===== src/rtl/wb_port_scheduler.sv =====
// Writeback port scheduler: arbitrates NREQ requesters onto the single register-file
// write port (fixed priority with aging) and drives registered MemtoReg/address/RegWrite.
module wb_port_scheduler #(
  parameter int NREQ     = 3,
  parameter int SEL_W    = 4,
  parameter int ADDR_W   = 5,
  parameter int MAX_WAIT = 4
) (
  input  logic                    clk,
  input  logic                    reset_n,
  input  logic                    hold,
  input  logic [NREQ-1:0]         req_valid,
  input  logic [NREQ*SEL_W-1:0]   req_sel,
  input  logic [NREQ*ADDR_W-1:0]  req_addr,
  output logic [NREQ-1:0]         req_ready,
  output logic [SEL_W-1:0]        mem_to_reg,
  output logic [ADDR_W-1:0]       reg_addr,
  output logic                    reg_write,
  output logic                    sel_err,
  output logic                    busy
);

  localparam int                 CNT_W          = $clog2(MAX_WAIT + 1);
  localparam logic [CNT_W-1:0]   CNT_MAX        = CNT_W'(MAX_WAIT);
  localparam logic [SEL_W-1:0]   SEL_LAST_LEGAL = SEL_W'(9);

  typedef enum logic [1:0] {IDLE, WRITE, HOLD} state_t;

  state_t             state;
  logic [CNT_W-1:0]   wait_cnt [NREQ];
  logic [NREQ-1:0]    promoted;
  logic [NREQ-1:0]    grant;
  logic               granted;
  logic [SEL_W-1:0]   grant_sel;
  logic [ADDR_W-1:0]  grant_addr;

  always_comb begin
    // NOTE: every combinational output gets a default first, so no path can infer a latch.
    promoted = '0;
    grant    = '0;
    for (int i = 0; i < NREQ; i++)
      promoted[i] = req_valid[i] && (wait_cnt[i] == CNT_MAX);
    // Gating with reset_n drops any grant in a cycle where reset is sampled.
    if (reset_n && !hold) begin
      if (|promoted) grant = promoted & (~promoted + NREQ'(1));
      else           grant = req_valid & (~req_valid + NREQ'(1));
    end
  end

  always_comb begin
    grant_sel  = '0;
    grant_addr = '0;
    for (int i = 0; i < NREQ; i++) begin
      if (grant[i]) begin
        grant_sel  = req_sel[i*SEL_W +: SEL_W];
        grant_addr = req_addr[i*ADDR_W +: ADDR_W];
      end
    end
  end

  assign granted   = |grant;
  assign req_ready = grant;
  assign busy      = (state != IDLE);

  // NOTE: all state here updates with non-blocking assignments so every flop samples pre-edge values.
  always_ff @(posedge clk) begin
    if (!reset_n) begin
      state      <= IDLE;
      mem_to_reg <= '0;
      reg_addr   <= '0;
      reg_write  <= 1'b0;
      sel_err    <= 1'b0;
      // NOTE: the wait counters are a handful of flops, not a RAM, so resetting them is cheap and required.
      for (int i = 0; i < NREQ; i++) wait_cnt[i] <= '0;
    end else begin
      for (int i = 0; i < NREQ; i++) begin
        if (!hold) begin
          if (!req_valid[i] || grant[i])  wait_cnt[i] <= '0;
          else if (wait_cnt[i] != CNT_MAX) wait_cnt[i] <= wait_cnt[i] + CNT_W'(1);
        end
      end

      // Writes to $0 are consumed but never raise reg_write.
      reg_write <= granted && (grant_addr != '0);
      if (granted) begin
        mem_to_reg <= grant_sel;
        reg_addr   <= grant_addr;
        if (grant_sel > SEL_LAST_LEGAL) sel_err <= 1'b1;
      end

      case (state)
        IDLE, WRITE, HOLD: begin
          if (hold)         state <= HOLD;
          else if (granted) state <= WRITE;
          else              state <= IDLE;
        end
        default: state <= IDLE;
      endcase
    end
  end

endmodule


===== config.mk =====
export PLATFORM = sky130hd
export DESIGN_NAME = wb_port_scheduler
export DESIGN_NICKNAME = d
export VERILOG_FILES = /design/src/rtl/wb_port_scheduler.sv
export SDC_FILE = /design/constraint.sdc
export NUM_CORES = 1
export LEC_CHECK = 0
export ABC_AREA = 1
export BUFFER_PORTS_ARGS = -buffer_cell sky130_fd_sc_hd__buf_4
export CELL_PAD_IN_SITES_DETAIL_PLACEMENT = 2
export CELL_PAD_IN_SITES_GLOBAL_PLACEMENT = 2
export CORE_UTILIZATION = 26
export DETAILED_ROUTE_END_ITERATION = 8
export GPL_TIMING_DRIVEN = 0
export PLACE_DENSITY_LB_ADDON = 0.1
export SETUP_SLACK_MARGIN = 0.15
export SLEW_MARGIN = 20
export SYNTH_ARGS = -nofsm -noshare
export SYNTH_HDL_FRONTEND = slang
export SYNTH_SLANG_ARGS = --single-unit

===== constraint.sdc =====
create_clock -name clk -period 2.05 [get_ports clk]
set_input_delay 0.1025 -clock clk [delete_from_list [all_inputs] [get_ports clk]]
set_output_delay 0.1025 -clock clk [all_outputs]
set_load 0.03 [all_outputs]

Word-level counts from Yosys, hierarchy flattened:

Memories as Yosys holds them, arrays and structs flattened.
Cells that the tools add are included.

* register bits after elaboration: 13
* latch bits: 0
* bits in writable memories: 9
* bits in read-only memories: 0
* output and inout port bits: 15
* memories: 1

* add/sub/neg operators: 5
* multipliers: 0
* divide/modulo/power cells: 0
* $lt $le $gt $ge: 1
* equality and inequality tests: 8
* shift operators: 0
* mux-type cells: 44
* bitwise operators: 12
* reduce and logical (&&, ||, !) cells: 21

Memories
* wait_cnt: words 3, width 3, rd ports 3, clocked after Yosys merged registers in 0, write ports 3, line 30 `logic [CNT_W-1:0] wait_cnt [NREQ];`

Operators by type and width (count)
* $mux W1: 29
* $mux W3: 8
* $add A3 B1 Y3 const B: 5
* $mux W5: 3
* $mux W4: 3
* $reduce_or A3 Y1: 4
* $eq A3 B3 Y1 const B: 3
* $ne A3 B3 Y1 const B: 3
* $and A3 B3 Y3: 2
* $not A3 Y3: 2
* $or A1 B1 Y1: 6
* $logic_and A1 B1 Y1: 5
* $reduce_bool A5 Y1: 1
* $gt A4 B4 Y1 const B: 1
* $logic_not A1 Y1: 4
* $reduce_and A2 Y1: 2
* $logic_or A1 B1 Y1: 3
* $eq A2 B1 Y1 const B: 1
* $eq A2 B2 Y1 const B: 1
* $logic_not A2 Y1: 1
* $mux W2: 1
* $not A1 Y1: 2
* $reduce_bool A2 Y1: 1

Depth between registers and ports, before layout:

An unclocked memory read counts as a cell.

* word-level depth: 15
* gate-level depth with buffers: 11

Worst setup path after synthesis:

OpenSTA, ideal clock, no wires.

* path kind: reg-to-reg
* start: memory wait_cnt[2][0] (netlist name)
* end: register state[0]
* setup time: 0.108 ns
* arrival: 1.525 ns
* data required time: 1.942 ns
* path slack: 0.417 ns
* stages on the path, launching flop included: 11
* buffers on the path: 0
* clock period less this slack: 1.633 ns
* path through: edfxtp_1 -> inv_1 -> ha_1 -> nand3_2 -> nand2_1 -> nand2_1 -> nand3_1 -> inv_2 -> nor3_4 -> or2_2 -> inv_1

RTL lines
* start: declaration: line 30
* end signal: assignment: line 68 `state <= IDLE;`
* end signal: assignment: line 93 `if (hold) state <= HOLD;`
* end signal: assignment: line 94 `else if (granted) state <= WRITE;`
* end: declaration: line 29 `state_t state;`

==> reports/summary.txt <==
Die width - 71.3 µm
Distinct cell type count after synthesis - 24
Vias in the first global route - 1426
Hold Crit Class - in -> reg
Max IR drop VDD - 0.000201 V
Ys Warns - 0
Max-cap viol count - 0
Startpoint Class - flop
Largest net degree at the start of global routing - 14
Failing checks - DRC
Worst Skew - 0.00485 ns
Avg Cell Area, Syn - 7.81 µm²
Rel. slew slack - 66.4%
WL/cell - 15.1 µm
Most frequent cells in the layout - 54 x buf_4, 33 x nand2_1, 25 x nor2_1, 20 x inv_1, 13 x dfxtp_1
Hold_ws - 0.124 ns
Post-DRT Antenna Nets - 0
Die Height - 71.3 µm
DRT iter0 DRCs - 40
Final nets - 259
Crit-path max FO - 10
Via count - 1288
Total global routing overflow - 0
Max reg flops - 9
GRT Total Usage - 16.3%
DP Worst Slack - 0.118 ns
Total negative slack - 0 ns
Post-synthesis sequential area ratio - 42.4%
Max clock buf depth - 2
CTS Root Cell - clkbuf_8
Ant diodes - 0
Initial antenna violation count - 0
Period minus WS final - 1.81 ns
Fraction of layout cells with a size suffix above 1 - 36.5%
Multi-input gate area - 629 µm²
Most common cell after layout, fill and taps aside - buf_4
CTS sink cnt - 22
CTS tree - yes
RSZ-0062 raised after global routing - true
Placer congestion estimate - 0.763
Critical Path AT - 2.01 ns
Slew Limit Fails - 0
Post-synthesis cell count - 160
Later-pin clock latency in the skew report - 0.27 ns
Reg clk slew, reported paths - 0.09 ns
H-Tree Depth - 1
Netlist Area Pre-Place - 1250 µm²
Drt via density - 4.75
Post-synthesis net count - 199
IO Port Bufs - 47
Setup WS post-layout - 0.237 ns
WL final - 4.09 mm
Worst slew pin tran - 0.504 ns
TritonCTS Buffers - 3
Status - finished with violations
Hpwl dp - 3.18 mm
Endpoints failing setup - 0
Fillers - 525
DRC viols - 3
Core ar. - 4470 µm²
Leakage - 0.899 nW
Critical Path RT - 2.25 ns
DR pass1 iterations - 6
Syn-to-layout area delta - 45.6%
#FFs+latches synth - 22
Worst Setup Path Type - reg -> reg
Crit. End Element - flop
Final Hold Fails - 0
Cell Pwr Density - 628 nW/µm²
DIE AREA - 5090 µm²
F_max - 0.551 GHz
Storage cell area - 531 µm²
Row cnt - 24
Tcrit/Tclk final - 88.5%
Top Ports - 48
Starting Density - 27.9%
First-pass GRT wire length - 6.48 mm
-- worst max-delay path, cell delays in order, from the launching register on --
cell and delay (ns):
edfxtp_1 0.42, inv_1 0.09, ha_1 0.17, nand2_2 0.10
nor2_4 0.18, nor2_2 0.08, nand2_4 0.12, inv_6 0.06
nor3_4 0.21, buf_12 0.15, nand2_1 0.05, a21oi_1 0.13
-- final timing paths --
path / cells past startpoint / slack, ns / endpoint / from
worst max-delay path: 11 / 0.24 / mem_to_reg[0] / wait_cnt[0][0]
worst min-delay path: 3 / 0.12 / reg_write / req_addr[14]
worst max register to register: 11 / 0.24 / mem_to_reg[0] / wait_cnt[0][0]
worst min register to register: 2 / 0.47 / mem_to_reg[2] / mem_to_reg[2]
-- cell usage after synthesis (all sizes together) --
library cell,count,area share [%]
a21oi,12,4.8
clkbuf,1,0.30
dfxtp,13,21
edfxtp,9,22
ha,6,6.0
inv,24,7.8
nand2,39,14
nand3,14,6.4
nand3b,1,0.60
nand4,3,1.5
nor2,29,11
nor3,1,1.3
o2111ai,1,0.70
o21ai,2,0.80
or2,2,1.0
xnor2,3,2.1
-- power breakdown --
group          total [mW]  switching (mW)  internal, mW  leakage, nW
Clock               0.369           0.157         0.212       0.0339
Combinational       0.271           0.150         0.121        0.658
Sequential          0.503          0.0173         0.486        0.206
-- timing repair --
| item | 4_1_cts | 5_1_grt |
|---|---|---|
| setup endpoints to repair | 10 | 14 |
| pin swaps | 1 | 2 |
| setup buffers | 1 | 7 |
| resized for setup | 0 | 4 |
| hold buffers | 0 | 0 |
-- kinds of logic after synthesis --
kind of cell | count (synthesis) | synth area share, %
AO/OA/AOI/OAI | 15 | 6.31
adder cells (fa/ha/maj) | 6 | 6.01
AND/OR/NAND/NOR | 89 | 35.0
XOR/XNOR | 3 | 2.10
flip-flops | 22 | 42.4
buffers and inverters | 25 | 8.11
-- per-layer routing --
metal / wire (µm) / GRT usage (%)
met1: 1510 / 17.4
met2: 2330 / 31.4
met3: 231 / 4.22
met4: 24 / 4.00
met5: 0 / 0
-- area by class of cell --
class	instances	share of cell area, %
Inverter	24	5.50
Timing Repair Buffer	55	23.4
Tap cell	52	3.57
Buffer	1	0.206
Clock buffer	4	3.64
Multi-Input combinational cell	113	34.6
Sequential cell	22	29.1
-- per-stage QoR --
| stage | instance area [µm²] | power, mW | instances | utilization, % |
|---|---|---|---|---|
| after floorplan | 1250 | 0.650 | 160 | - |
| after global placement | 1670 | 0.754 | 259 | 37.3 |
| after detailed placement | 1670 | 0.767 | 259 | 37.3 |
| after CTS | 1750 | 1.15 | 264 | 39.2 |
| after global routing | 1820 | 1.21 | 271 | 40.7 |
| final | 1820 | 1.14 | 271 | 40.7 |
Note: power is estimated with default switching activity, not from simulation.
